--- config.mk ---
export PLATFORM = sky130hd
export DESIGN_NAME = lsu_stage
export DESIGN_NICKNAME = d
export VERILOG_FILES = /design/src/rtl/lsu_stage.sv
export SDC_FILE = /design/constraint.sdc
export NUM_CORES = 1
export LEC_CHECK = 0
export ABC_CLOCK_PERIOD_IN_PS = 5800
export BUFFER_PORTS_ARGS = -buffer_cell sky130_fd_sc_hd__buf_2
export CAP_MARGIN = 30
export CORE_ASPECT_RATIO = 1.5
export CORE_UTILIZATION = 50
export CTS_BUF_LIST = sky130_fd_sc_hd__clkbuf_2
export DETAILED_ROUTE_END_ITERATION = 16
export PLACE_DENSITY = 0.82
export REMOVE_ABC_BUFFERS = 1
export SLEW_MARGIN = 25
export SYNTH_ARGS = -nofsm -noshare
export SYNTH_HDL_FRONTEND = slang
export SYNTH_SLANG_ARGS = --single-unit
--- constraint.sdc ---
create_clock -name me_clk -period 5.8 [get_ports me_clk]
set_input_delay 0.87 -clock me_clk [delete_from_list [all_inputs] [get_ports me_clk]]
set_output_delay 0.87 -clock me_clk [all_outputs]
set_load 0.1 [all_outputs]
--- src/rtl/lsu_stage.sv ---
// ---------------------------------------------------------------------------
// lsu_stage -- memory-access pipeline stage between execute and writeback.
//
// Accepts one instruction per valid/ready handshake. LOAD/STORE run a single
// pipelined Wishbone-style bus cycle with byte-lane selects. Load data is
// aligned and sign/zero-extended. All other opcodes retire one cycle after
// accept. Misaligned accesses trap without touching the bus. A flush kills
// the instruction; if the strobe has already been taken, the stage drains
// the outstanding ack before returning to IDLE.
//
// Optional feature macro: LSU_TIMEOUT_EN (bus watchdog, TIMEOUT_CYCLES).
//
// Ports:
//   me_clk, me_rst             clock, asynchronous active-low reset
//   me_i_valid / me_o_ready    upstream handshake
//   me_i_flush                 kill accepted / in-flight instruction
//   me_i_opcode, me_i_funct3   operation, access size/sign
//   me_i_alu_value             effective address or ALU result
//   me_i_rs2_data              store data
//   me_i_rd_addr               destination register
//   me_o_cyc/stb/we/addr/sel/wdata, me_i_rdata/ack/bus_stall   bus
//   me_o_wb_valid, me_o_rd_we, me_o_rd_addr, me_o_rd_data     writeback
//   me_o_misalign              one-cycle misaligned-access trap
//   me_o_bus_err               one-cycle watchdog timeout
//
// States:
//   IDLE  | ready for a new instruction
//   REQ   | cyc=stb=1, waiting for the bus to take the strobe
//   WAIT  | strobe taken, waiting for ack
//   DRAIN | flushed while outstanding, waiting for ack to discard
// ---------------------------------------------------------------------------
`ifndef OPCODE_WIDTH
`define OPCODE_WIDTH 7
`endif
`ifndef LOAD
`define LOAD   7'b0000011
`endif
`ifndef STORE
`define STORE  7'b0100011
`endif
`ifndef RTYPE
`define RTYPE  7'b0110011
`endif
`ifndef ITYPE
`define ITYPE  7'b0010011
`endif
`ifndef JAL
`define JAL    7'b1101111
`endif
`ifndef JALR
`define JALR   7'b1100111
`endif
`ifndef LUI
`define LUI    7'b0110111
`endif
`ifndef AUIPC
`define AUIPC  7'b0010111
`endif

module lsu_stage #(
    parameter int DWIDTH         = 32,
    parameter int AWIDTH         = 32,
    parameter int RWIDTH         = 5,
    parameter int TIMEOUT_CYCLES = 64
) (
    input  logic                     me_clk,
    input  logic                     me_rst,
    input  logic                     me_i_valid,
    output logic                     me_o_ready,
    input  logic                     me_i_flush,
    input  logic [`OPCODE_WIDTH-1:0] me_i_opcode,
    input  logic [2:0]               me_i_funct3,
    input  logic [DWIDTH-1:0]        me_i_alu_value,
    input  logic [DWIDTH-1:0]        me_i_rs2_data,
    input  logic [RWIDTH-1:0]        me_i_rd_addr,
    output logic                     me_o_cyc,
    output logic                     me_o_stb,
    output logic                     me_o_we,
    output logic [AWIDTH-1:0]        me_o_addr,
    output logic [DWIDTH/8-1:0]      me_o_sel,
    output logic [DWIDTH-1:0]        me_o_wdata,
    input  logic [DWIDTH-1:0]        me_i_rdata,
    input  logic                     me_i_ack,
    input  logic                     me_i_bus_stall,
    output logic                     me_o_wb_valid,
    output logic                     me_o_rd_we,
    output logic [RWIDTH-1:0]        me_o_rd_addr,
    output logic [DWIDTH-1:0]        me_o_rd_data,
    output logic                     me_o_misalign,
    output logic                     me_o_bus_err
);

    localparam int NB = DWIDTH / 8;
    localparam int OW = $clog2(NB);

    typedef enum logic [1:0] {S_IDLE, S_REQ, S_WAIT, S_DRAIN} state_t;

    state_t                     r_state;
    logic                       r_ready;
    logic                       r_cyc;
    logic                       r_stb;
    logic                       r_we;
    logic [`OPCODE_WIDTH-1:0]   r_opcode;
    logic [2:0]                 r_funct3;
    logic [AWIDTH-1:0]          r_addr;
    logic [DWIDTH-1:0]          r_rs2;
    logic [RWIDTH-1:0]          r_rd;
    logic                       r_wb_valid;
    logic                       r_rd_we;
    logic [RWIDTH-1:0]          r_rd_addr;
    logic [DWIDTH-1:0]          r_rd_data;
    logic                       r_misalign;
    logic                       r_bus_err;

    // ---------------- accept-side decode ----------------
    logic [AWIDTH-1:0] w_in_addr;
    logic [2:0]        w_low_mask;
    logic              w_is_mem;
    logic              w_is_store;
    logic              w_is_alu;
    logic              w_misalign;
    logic              w_accept;

    assign w_in_addr  = AWIDTH'(me_i_alu_value);
    assign w_is_store = (me_i_opcode == `STORE);
    assign w_is_mem   = (me_i_opcode == `LOAD) || w_is_store;
    assign w_is_alu   = (me_i_opcode == `RTYPE) || (me_i_opcode == `ITYPE) ||
                        (me_i_opcode == `JAL)   || (me_i_opcode == `JALR)  ||
                        (me_i_opcode == `LUI)   || (me_i_opcode == `AUIPC);
    assign w_accept   = me_i_valid && r_ready && !me_i_flush;

    always_comb begin
        w_low_mask = 3'd0;
        case (me_i_funct3[1:0])
            2'd0: w_low_mask = 3'd0;
            2'd1: w_low_mask = 3'd1;
            2'd2: w_low_mask = 3'd3;
            2'd3: w_low_mask = 3'd7;
            default: w_low_mask = 3'd0;
        endcase
    end

    // A doubleword access has no legal encoding on a 32-bit bus.
    assign w_misalign = (|(w_in_addr[2:0] & w_low_mask)) ||
                        ((DWIDTH == 32) && (me_i_funct3[1:0] == 2'd3));

    // ---------------- bus-side datapath (from captured registers) ----------------
    logic [OW-1:0]     w_off;
    logic [7:0]        w_sel_base;
    logic [15:0]       w_sel_wide;
    logic [DWIDTH-1:0] w_wdata;
    logic              w_is_load;

    assign w_off     = r_addr[OW-1:0];
    assign w_is_load = (r_opcode == `LOAD);

    always_comb begin
        w_sel_base = 8'h00;
        case (r_funct3[1:0])
            2'd0: w_sel_base = 8'h01;
            2'd1: w_sel_base = 8'h03;
            2'd2: w_sel_base = 8'h0F;
            2'd3: w_sel_base = 8'hFF;
            default: w_sel_base = 8'h00;
        endcase
    end

    assign w_sel_wide = {8'h00, w_sel_base} << w_off;

    // Replicating the access-sized chunk across every lane already places it
    // at any aligned offset, so no separate shift is needed.
    always_comb begin
        int rep_mask;
        w_wdata  = '0;
        rep_mask = (1 << r_funct3[1:0]) - 1;
        for (int i = 0; i < NB; i++) begin
            w_wdata[i*8 +: 8] = r_rs2[(i & rep_mask)*8 +: 8];
        end
    end

    assign me_o_cyc   = r_cyc;
    assign me_o_stb   = r_stb;
    assign me_o_we    = r_we;
    assign me_o_addr  = r_cyc ? {r_addr[AWIDTH-1:OW], {OW{1'b0}}} : '0;
    assign me_o_sel   = r_cyc ? w_sel_wide[NB-1:0] : '0;
    assign me_o_wdata = r_we ? w_wdata : '0;

    // ---------------- load alignment / extension ----------------
    // Shift the addressed bytes to the bottom, push them to the top, then
    // shift back down logically or arithmetically to extend.
    logic [DWIDTH-1:0]        w_rshift;
    logic [6:0]               w_ext_sh;
    logic [DWIDTH-1:0]        w_left;
    logic signed [DWIDTH-1:0] w_sra;
    logic [DWIDTH-1:0]        w_load_data;

    assign w_rshift    = me_i_rdata >> {w_off, 3'b000};
    assign w_ext_sh    = 7'(DWIDTH) - (7'd8 << r_funct3[1:0]);
    assign w_left      = w_rshift << w_ext_sh;
    assign w_sra       = $signed(w_left) >>> w_ext_sh;
    assign w_load_data = r_funct3[2] ? (w_left >> w_ext_sh) : w_sra;

    // ---------------- watchdog ----------------
    logic w_timeout;

`ifdef LSU_TIMEOUT_EN
    localparam int CW = $clog2(TIMEOUT_CYCLES + 1);
    logic [CW-1:0] r_cnt;

    always_ff @(posedge me_clk or negedge me_rst) begin
        if (!me_rst) begin
            r_cnt <= '0;
        end else if (r_state == S_IDLE) begin
            r_cnt <= '0;
        end else begin
            r_cnt <= r_cnt + 1'b1;
        end
    end

    assign w_timeout = (r_state != S_IDLE) && (r_cnt == CW'(TIMEOUT_CYCLES - 1));
`else
    assign w_timeout = 1'b0;
`endif

    // ---------------- end-of-transaction decode ----------------
    logic w_ack_ok;
    logic w_end;
    logic w_retire;
    logic w_err;

    // An ack only counts once the strobe has been (or is being) taken.
    assign w_ack_ok = me_i_ack &&
                      ((r_state == S_WAIT) || (r_state == S_DRAIN) ||
                       ((r_state == S_REQ) && !me_i_bus_stall));
    assign w_end    = (r_state != S_IDLE) &&
                      (w_ack_ok || w_timeout ||
                       ((r_state == S_REQ) && me_i_bus_stall && me_i_flush));
    assign w_retire = w_ack_ok && !me_i_flush && (r_state != S_DRAIN);
    assign w_err    = !w_ack_ok && w_timeout && (r_state != S_DRAIN);

    // ---------------- FSM ----------------
    always_ff @(posedge me_clk or negedge me_rst) begin
        if (!me_rst) begin
            r_state    <= S_IDLE;
            r_ready    <= 1'b0;
            r_cyc      <= 1'b0;
            r_stb      <= 1'b0;
            r_we       <= 1'b0;
            r_opcode   <= '0;
            r_funct3   <= '0;
            r_addr     <= '0;
            r_rs2      <= '0;
            r_rd       <= '0;
            r_wb_valid <= 1'b0;
            r_rd_we    <= 1'b0;
            r_rd_addr  <= '0;
            r_rd_data  <= '0;
            r_misalign <= 1'b0;
            r_bus_err  <= 1'b0;
        end else begin
            r_wb_valid <= 1'b0;
            r_rd_we    <= 1'b0;
            r_misalign <= 1'b0;
            r_bus_err  <= 1'b0;

            if (w_end) begin
                r_state   <= S_IDLE;
                r_ready   <= 1'b1;
                r_cyc     <= 1'b0;
                r_stb     <= 1'b0;
                r_we      <= 1'b0;
                r_bus_err <= w_err;
                if (w_retire) begin
                    r_wb_valid <= 1'b1;
                    r_rd_we    <= w_is_load && (r_rd != '0);
                    r_rd_addr  <= r_rd;
                    r_rd_data  <= w_is_load ? w_load_data : '0;
                end
            end else begin
                case (r_state)
                    S_IDLE: begin
                        r_ready <= 1'b1;
                        if (w_accept) begin
                            r_opcode <= me_i_opcode;
                            r_funct3 <= me_i_funct3;
                            r_addr   <= w_in_addr;
                            r_rs2    <= me_i_rs2_data;
                            r_rd     <= me_i_rd_addr;
                            if (!w_is_mem) begin
                                r_wb_valid <= 1'b1;
                                r_rd_we    <= w_is_alu && (me_i_rd_addr != '0);
                                r_rd_addr  <= me_i_rd_addr;
                                r_rd_data  <= me_i_alu_value;
                            end else if (w_misalign) begin
                                r_misalign <= 1'b1;
                            end else begin
                                r_state <= S_REQ;
                                r_ready <= 1'b0;
                                r_cyc   <= 1'b1;
                                r_stb   <= 1'b1;
                                r_we    <= w_is_store;
                            end
                        end
                    end
                    S_REQ: begin
                        if (!me_i_bus_stall) begin
                            r_stb   <= 1'b0;
                            r_state <= me_i_flush ? S_DRAIN : S_WAIT;
                        end
                    end
                    S_WAIT: begin
                        if (me_i_flush) begin
                            r_state <= S_DRAIN;
                        end
                    end
                    default: begin
                    end
                endcase
            end
        end
    end

    assign me_o_ready    = r_ready;
    assign me_o_wb_valid = r_wb_valid;
    assign me_o_rd_we    = r_rd_we;
    assign me_o_rd_addr  = r_rd_addr;
    assign me_o_rd_data  = r_rd_data;
    assign me_o_misalign = r_misalign;
`ifdef LSU_TIMEOUT_EN
    assign me_o_bus_err  = r_bus_err;
`else
    assign me_o_bus_err  = 1'b0;
`endif

endmodule

==> results of run 1 <==
## worst max-delay path, stage by stage, from the launching register on
cell and delay [ns]:
dfrtp_2 0.66, nor2_1 0.76, nand2_1 0.14, a21boi_0 0.23
buf_2 0.47
## metrics by stage
| stage | total power, W | instances | utilization, % | TNS, ns | hold WS [ns] |
|---|---|---|---|---|---|
| after detailed placement | 0.00425 | 1016 | 60.2 | 0 | 0.474 |
| final | 0.00486 | 1052 | 62.6 | 0 | 0.111 |
| after global placement | 0.00417 | 1014 | 59.8 | 0 | 0.471 |
| after global routing | 0.00514 | 1052 | 62.6 | 0 | 0.0869 |
| after CTS | 0.00487 | 1048 | 62.2 | 0 | 0.0678 |
| after floorplan | 0.00365 | 619 | - | -22.85 | 0.470 |
## kinds of logic (layout without fill, tap and decap cells)
family	count (synthesis)	after routing	share of synthesized area, %
other	1	5	0.0548
AND/OR/NAND/NOR	231	231	17.2
flip-flops	125	125	45.7
multiplexers	122	122	19.4
buffers and inverters	58	274	3.69
adder cells (fa/ha/maj)	4	4	0.731
AO/OA/AOI/OAI	129	129	13.2
## synthesized netlist by cell type, types with 4 or more instances
cell / instances
dfrtp_1: 125
mux2_2: 87
nand2_1: 77
and2_1: 46
nor2_1: 41
mux2i_1: 35
clkbuf_1: 29
a21oi_1: 25
nand3_1: 24
o211ai_1: 22
o21ai_0: 19
buf_2: 16
a31oi_1: 13
nor2b_1: 12
a21boi_0: 11
a221oi_1: 7
a2bb2oi_1: 7
nand2b_1: 5
buf_1: 4
buf_4: 4
ha_1: 4
inv_1: 4
o21a_1: 4
## power by group
part	internal [W]	switching, W
Sequential	0.00128	0.000302
Combinational	0.000810	0.00184
Clock	0.000282	0.000349
## area by class of cell
cell class	instances	area share (%)
tap	162	2.42
clock buffer	17	1.01
multi-input combinational	489	41.5
timing repair buffer	237	15.1
antenna	2	0.0597
inverter	5	0.224
sequential	125	37.3
clock inverter	15	2.33
## flip-flops by register name (all words and copies together) (netlist names)
register / cells
me_o_rd_we: 1
r_addr: 32
r_rs2: 32
r_state: 2
r_rd: 5
r_funct3: 3
me_o_cyc: 1
me_o_we: 1
me_o_rd_data: 32
me_o_stb: 1
me_o_misalign: 1
me_o_ready: 1
me_o_rd_addr: 5
me_o_wb_valid: 1
r_opcode: 7
## metal layers
metal  global-route usage [%]  routed length [um]
met4                     13.0                 696
met2                     46.2                9810
met3                     6.05                1060
met1                     29.4                6830
met5                        0                   0
## path summary, 6_finish.rpt
kind / startpoint / endpoint / cells after the start
setup / recovery: r_funct3[0] / me_o_wdata[14] / 4
hold / removal: me_rst / r_state[0] / 1
setup reg to reg: r_state[0] / me_o_rd_data[13] / 9
hold reg to reg: me_o_rd_data[2] / me_o_rd_data[2] / 2
max in group asynchronous: me_rst / r_addr[1] / 3
min in group me_clk: me_i_rs2_data[31] / r_rs2[31] / 2
## cells in the final DEF, fill, tap and decap left out, drive strengths merged, types with 9 or more instances in the layout
cell / netlist / final
a21oi: 25 / 25
nor2: 41 / 41
clkbuf: 29 / 17
o211ai: 22 / 22
dfrtp: 125 / 125
nand3: 24 / 24
a31oi: 13 / 13
buf: 24 / 237
o21ai: 20 / 20
nand2: 78 / 78
mux2i: 35 / 35
a21boi: 11 / 11
and2: 46 / 46
mux2: 87 / 87
nor2b: 12 / 12
a2bb2oi: 9 / 9
==> flow_summary.ini, run 1 <==
[timing]
maxSlewViolCount = 0
rsz0062_at_grt = no
slew_headroom_pct = 41.8
min_period_over_period_pct = 65.4
setup_slack_ns = 2.00
hold_viol = 0
setup_viol = 0
max_freq_ghz = 0.263
worst_slew_pin_slew_ns = 0.870
min_period_ns = 3.80
skew_ns = 0.0258

[finish]
multi_input_area_mm2 = 0.00348
regArea_mm2 = 0.00313
postLayoutCellArea_mm2 = 0.00838
drive_above_1_share_pct = 41.9
areaGrowthSynthToFinish_pct = 22.4
nFillCells = 1109
finalNetCount = 996

[place]
pre_cts_ws_ns = 2.18
io_buffers = 226
hpwl_um = 13500
gp_congestion = 0.832
placed_area_mm2 = 0.00806

[global_routing]
grt_pass1_wl_um = 29500
grt-ovfl-total = 0
globalRouteTotalUtil_pct = 26.2
antenna_found_initial = 2
first_global_vias = 5813
grt_max_degree = 74

[drt]
wl_per_cell_um = 17.5
wl_um = 18400
via_count = 5937
drtAntennaViolNets = 0
drt-initial-drc-count = 212
drt-pass1-iter-count = 4
post_drt_via_cell_ratio = 5.64
drc = 0

[yosys]
syn_area_mm2 = 0.00685
synth_seq_cells = 125
synth_top_area_share_pct = 45.7
synthTopCellsByArea = dfrtp_1 (46%), mux2_2 (14%), mux2i_1 (5.1%), nand2_1 (4.2%), and2_1 (4.2%)
ys_seq_area_share_pct = 45.7
synth_edf_count = 0
ys_warn_count = 0
ys.flop_type = dfrtp_1
yosysUniqueCellTypes = 58
async_flop_share_pct = 100
yosysTopAreaCell = dfrtp_1
synthCells = 670
avgSynthCellArea_um2 = 10.2

[cts]
cts_resized = 0
clkLatencyLatePin_ns = 0.67
cts_setup_buffers = 0
htree_num_levels = 4
numCtsBuffers = 17
tritoncts = yes
holdBufCountCts = 0
cts_root_buf = clkbuf_2
clk_pin_slew_worst_paths_ns = 0.18
clock-sinks = 125
clk_path_buf_depth = 2

[floorplanning]
start_util_pct = 51.1
rows = 52
io_pins = 230
die_w_um = 97.6
die_area_mm2 = 0.0142
die_h_um = 145
coreArea_mm2 = 0.0134

[power]
powerDensity_mw_per_mm2 = 580
p_leak_nw = 4.08
ir_worst_vdd_mv = 0.271

[critical_path]
worstSetupPathType = register to output port
reg2reg_slack_ns = 2.67
crit_arrival_ns = 2.93
end_kind = output port
required_ns = 4.93
crit_fanout = 25
startpoint_type = register

[job]
drv_cap = 0

[worst_hold_path]
hold_class = input pin to async pin

[run_status]
status = completed
(Power assumes the default switching activity.)
==> run 2: changes to the inputs <==
--- a/config.mk
+++ b/config.mk
@@ -5,11 +5,12 @@
 export SDC_FILE = /design/constraint.sdc
 export NUM_CORES = 1
 export LEC_CHECK = 0
-export ABC_CLOCK_PERIOD_IN_PS = 5800
+export ABC_AREA = 1
+export ABC_CLOCK_PERIOD_IN_PS = 3100
 export BUFFER_PORTS_ARGS = -buffer_cell sky130_fd_sc_hd__buf_2
 export CAP_MARGIN = 30
 export CORE_ASPECT_RATIO = 1.5
-export CORE_UTILIZATION = 50
+export CORE_UTILIZATION = 48
 export CTS_BUF_LIST = sky130_fd_sc_hd__clkbuf_2
 export DETAILED_ROUTE_END_ITERATION = 16
 export PLACE_DENSITY = 0.82
==> constraint.sdc (replaced) <==
create_clock -name me_clk -period 3.1 [get_ports me_clk]
set_input_delay 0.465 -clock me_clk [delete_from_list [all_inputs] [get_ports me_clk]]
set_output_delay 0.465 -clock me_clk [all_outputs]
set_load 0.1 [all_outputs]
==> flow_summary.ini, run 2 <==
[run_status]
status = completed

[drt]
via_count = 7709
wl_um = 22300
post_drt_via_cell_ratio = 5.10
drt-pass1-iter-count = 6
wl_per_cell_um = 14.8
drtAntennaViolNets = 0
drt-initial-drc-count = 380
drc = 0

[floorplanning]
io_pins = 230
rows = 54
die_w_um = 101
start_util_pct = 49.0
coreArea_mm2 = 0.0145
die_area_mm2 = 0.0153
die_h_um = 151

[cts]
numCtsBuffers = 17
clock-sinks = 125
clk_pin_slew_worst_paths_ns = 0.21
tritoncts = yes
clkLatencyLatePin_ns = 0.69
cts_root_buf = clkbuf_2
htree_num_levels = 4
clk_path_buf_depth = 2

[critical_path]
worstSetupPathType = register to output port
required_ns = 2.63
crit_fanout = 11
end_kind = output port
startpoint_type = register
crit_arrival_ns = 2.43

[job]
drv_cap = 0

[global_routing]
grt_pass1_wl_um = 34900
antenna_found_initial = 5
first_global_vias = 7376
globalRouteTotalUtil_pct = 29.8
grt_max_degree = 114
grt-ovfl-total = 0

[yosys]
synth_compound_area_share_pct = 10.4
synth_top_area_share_pct = 44.0
synthTopCellsByArea = dfrtp_1 (44%), nand2_1 (18%), nor2_1 (7.6%), inv_1 (5.8%), o21ai_0 (5.6%)
yosysMostFrequentCell = nand2_1
synth_seq_cells = 125
async_flop_share_pct = 100
ys_warn_count = 0
yosysTopAreaCell = dfrtp_1
ys.flop_type = dfrtp_1
synth-xor-area-share_pct = 0
muxShareOfSynthArea_pct = 0.985
synth_simple_gate_area_share_pct = 33.4
synth_commonest_cells = nand2_1 (347), nor2_1 (145), dfrtp_1 (125)
syn_area_mm2 = 0.00712
ys_seq_area_share_pct = 44.0
synth_edf_count = 0
yosys.area_share.adder_pct = 0.703
synth_top_family_by_area = simple AND/OR/NAND/NOR gates
avgSynthCellArea_um2 = 6.88
synthCells = 1034
yosysUniqueCellTypes = 36

[timing]
setup_viol = 0
min_period_over_period_pct = 93.4
setup_slack_ns = 0.203
slew_headroom_pct = 50.4
tns_ns = 0
maxSlewViolCount = 0
skew_ns = 0.0350
hold_viol = 0
rsz0062_at_grt = no
min_period_ns = 2.90
worst_slew_pin_slew_ns = 0.744
max_freq_ghz = 0.345

[place]
placed_area_mm2 = 0.00857
io_buffers = 226
hpwl_um = 15200
gp_congestion = 0.955
pre_cts_ws_ns = 0.769

[power]
p_leak_nw = 5.37
ir_worst_vdd_mv = 0.529
powerDensity_mw_per_mm2 = 982

[finish]
layout_commonest_cell = nand2_1
nFillCells = 1299
drive_above_1_share_pct = 22.4
areaGrowthSynthToFinish_pct = 32.9
postLayoutCellArea_mm2 = 0.00946
finalNetCount = 1420
multi_input_area_mm2 = 0.00326
regArea_mm2 = 0.00313
mostFrequentLayoutCells = nand2_1 (346), buf_2 (209), nor2_1 (145), dfrtp_1 (124), inv_1 (110)

[worst_hold_path]
hold_class = input pin to register
## run 2: critical path, stage by stage (launching register included)
cell,delay (ns)
dfrtp_2,0.55
nor2_4,0.20
buf_4,0.24
mux2i_1,0.26
nand2_1,0.09
o211ai_1,0.13
inv_1,0.11
buf_12,0.18
## run 2: layout make-up
| type | count | area share [%] |
|---|---|---|
| well taps | 196 | 2.59 |
| clock buffers | 18 | 0.953 |
| multi-input cells | 733 | 34.5 |
| diodes | 4 | 0.106 |
| flip-flops and latches | 125 | 33.1 |
| repair buffers | 302 | 22.4 |
| clock inverters | 13 | 1.59 |
| inverters | 120 | 4.76 |
## run 2: final timing paths
path / start / endpoint / slack [ns] / cells after the start
max: r_funct3[1] / me_o_wdata[27] / 0.20 / 7
min: me_i_alu_value[17] / r_addr[17] / 0.05 / 3
max reg2reg: r_state[1] / me_o_rd_data[28] / 0.75 / 11
min reg2reg: r_rs2[15] / r_rs2[15] / 0.51 / 2
max in group asynchronous: me_rst / r_funct3[1] / 2.05 / 3
min in group asynchronous: me_rst / me_o_rd_data[27] / 0.24 / 2
## run 2: timing repair
| item | in CTS | in global routing |
|---|---|---|
| hold buffers | 59 | 4 |
| hold endpoints to repair | 106 | 4 |
| endpoints found under the setup margin | 0 | 12 |
| resized for setup | 0 | 2 |
| buffers inserted | 0 | 0 |
## run 2: layer usage
metal	global-route usage, %	share of wire, %	vias to the layer above
li1	-	-	3763
met1	32.3	36	3475
met2	51.0	52	376
met3	7.84	7.2	93
met4	18.8	4.9	2
met5	0	0.058	-
## run 2: cells by family after synthesis
logic type	after synthesis
flip-flops	125
adder cells (fa/ha/maj)	4
other	1
AO/OA/AOI/OAI	136
multiplexers	7
AND/OR/NAND/NOR	583
buffers and inverters	178
## run 2: through the flow
step / hold slack, ns / std cells / utilization, % / total power (W)
after floorplan: 0.169 / 978 / - / 0.00689
after global placement: 0.423 / 1413 / 59.0 / 0.00801
after detailed placement: 0.422 / 1413 / 59.0 / 0.00812
after CTS: 0.00266 / 1503 / 64.7 / 0.00924
after global routing: 0.00173 / 1511 / 65.1 / 0.00993
final: 0.0545 / 1511 / 65.1 / 0.00929
## run 2: where the power goes
| part | total, W | internal (W) | switching [W] |
|---|---|---|---|
| logic | 0.00530 | 0.00124 | 0.00405 |
| clock network | 0.00107 | 0.000437 | 0.000628 |
| registers | 0.00293 | 0.00237 | 0.000557 |
| total | 0.00929 | 0.00405 | 0.00524 |
==> run 3: changes to the inputs <==
--- a/config.mk
+++ b/config.mk
@@ -6,11 +6,11 @@
 export NUM_CORES = 1
 export LEC_CHECK = 0
 export ABC_AREA = 1
-export ABC_CLOCK_PERIOD_IN_PS = 3100
+export ABC_CLOCK_PERIOD_IN_PS = 3300
 export BUFFER_PORTS_ARGS = -buffer_cell sky130_fd_sc_hd__buf_2
 export CAP_MARGIN = 30
 export CORE_ASPECT_RATIO = 1.5
-export CORE_UTILIZATION = 48
+export CORE_UTILIZATION = 50
 export CTS_BUF_LIST = sky130_fd_sc_hd__clkbuf_2
 export DETAILED_ROUTE_END_ITERATION = 16
 export PLACE_DENSITY = 0.82
==> constraint.sdc (replaced) <==
create_clock -name me_clk -period 3.3 [get_ports me_clk]
set_input_delay 0.495 -clock me_clk [delete_from_list [all_inputs] [get_ports me_clk]]
set_output_delay 0.495 -clock me_clk [all_outputs]
set_load 0.1 [all_outputs]
==> flow_summary.ini, run 3 (synthesis gave the netlist of run 2 again) <==
[timing]
setup_slack_ns = 0.212
tns_ns = 0
min_period_ns = 3.09
worst_slew_pin_slew_ns = 0.721
setup_viol = 0
rsz0062_at_grt = no
max_freq_ghz = 0.324
min_period_over_period_pct = 93.6
maxSlewViolCount = 0
slew_headroom_pct = 51.9
skew_ns = 0.0209
hold_viol = 0

[floorplanning]
die_h_um = 148
die_w_um = 99.4
die_area_mm2 = 0.0147
start_util_pct = 51.1
rows = 53
io_pins = 230
coreArea_mm2 = 0.0139

[cts]
htree_num_levels = 4
cts_setup_buffers = 0
cts_root_buf = clkbuf_2
clkLatencyLatePin_ns = 0.67
clock-sinks = 125
numCtsBuffers = 17
clk_path_buf_depth = 2
tritoncts = yes
clk_pin_slew_worst_paths_ns = 0.19

[drt]
drt-initial-drc-count = 418
drt-pass1-iter-count = 7
post_drt_via_cell_ratio = 5.19
drtAntennaViolNets = 0
drc = 0
via_count = 7582
wl_per_cell_um = 15.0
wl_um = 21800

[global_routing]
globalRouteTotalUtil_pct = 30.5
first_global_vias = 7496
grt_pass1_wl_um = 35300
grt_max_degree = 114
antenna_found_initial = 7
grt-ovfl-total = 0

[run_status]
status = completed

[critical_path]
crit_arrival_ns = 2.59
worstSetupPathType = register to output port
required_ns = 2.80
crit_fanout = 36
startpoint_type = register
end_kind = output port

[power]
ir_worst_vdd_mv = 0.386
p_leak_nw = 5.27
powerDensity_mw_per_mm2 = 966

[place]
gp_congestion = 0.943
hpwl_um = 15400
io_buffers = 226
pre_cts_ws_ns = 0.911

[finish]
fin_util_pct = 64.6
drive_above_1_share_pct = 23.2
finalNetCount = 1399
mostFrequentLayoutCells = nand2_1 (346), buf_2 (223), nor2_1 (145), dfrtp_1 (125), inv_1 (110)
layout_commonest_cell = nand2_1
areaGrowthSynthToFinish_pct = 26.4

[job]
drv_cap = 0

[worst_hold_path]
hold_class = input pin to register
## run 3: per-layer routing
metal,part of all wire (%),global-route usage [%],up-vias
met4,4.4,15.4,2
li1,-,-,3712
met3,5.6,5.73,68
met5,0.060,0,-
met2,51,53.6,328
met1,39,35.1,3472
## run 3: area by class of cell
class | count | area [um^2]
Antenna cell | 5 | 12.5
Clock buffer | 23 | 115
Clock inverter | 9 | 119
Fill cell | 1284 | 4930
Inverter | 120 | 450
Multi-Input combinational cell | 733 | 3260
Sequential cell | 125 | 3130
Tap cell | 165 | 206
Timing Repair Buffer | 281 | 1700
## run 3: through the flow
stage                     cells  total power [W]  cell area [um^2]  hold WS, ns
after floorplan             978          0.00647              6830        0.199
after global placement     1384          0.00754              8320        0.461
after detailed placement   1385          0.00764              8350        0.442
after CTS                  1456          0.00867              8970     0.000760
after global routing       1461          0.00928              8990      0.00627
final                      1461          0.00869              8990       0.0620
## run 3: power by group
| part | total, W | switching [W] | internal (W) | leakage [nW] |
|---|---|---|---|---|
| logic | 0.00498 | 0.00383 | 0.00114 | 3.59 |
| clock network | 0.000993 | 0.000560 | 0.000433 | 0.159 |
| registers | 0.00272 | 0.000496 | 0.00222 | 1.52 |
## run 3: repair_timing
item                                    CTS  global route
endpoints found under the setup margin    0             3
hold buffers                             39             0
hold endpoints to repair                 80             0
gates resized for setup                   0             1
## run 3: worst paths after layout
check | start | to | slack [ns] | cells past startpoint
max in group asynchronous | me_rst | r_rs2[28] | 2.15 | 4
worst max-delay path | r_funct3[1] | me_o_wdata[23] | 0.21 | 4
worst min-delay path | me_i_alu_value[2] | r_addr[2] | 0.06 | 3
worst max register to register | r_state[0] | me_o_rd_data[26] | 0.89 | 12
worst min register to register | me_o_stb | me_o_stb | 0.50 | 2
min in group asynchronous | me_rst | r_addr[18] | 0.27 | 2
## run 3: critical path, cell delays in order (launching register included)
cell and delay, ns:
dfrtp_1 0.57, inv_2 0.56, o21ai_0 0.21, a21oi_1 0.14, buf_2 0.44
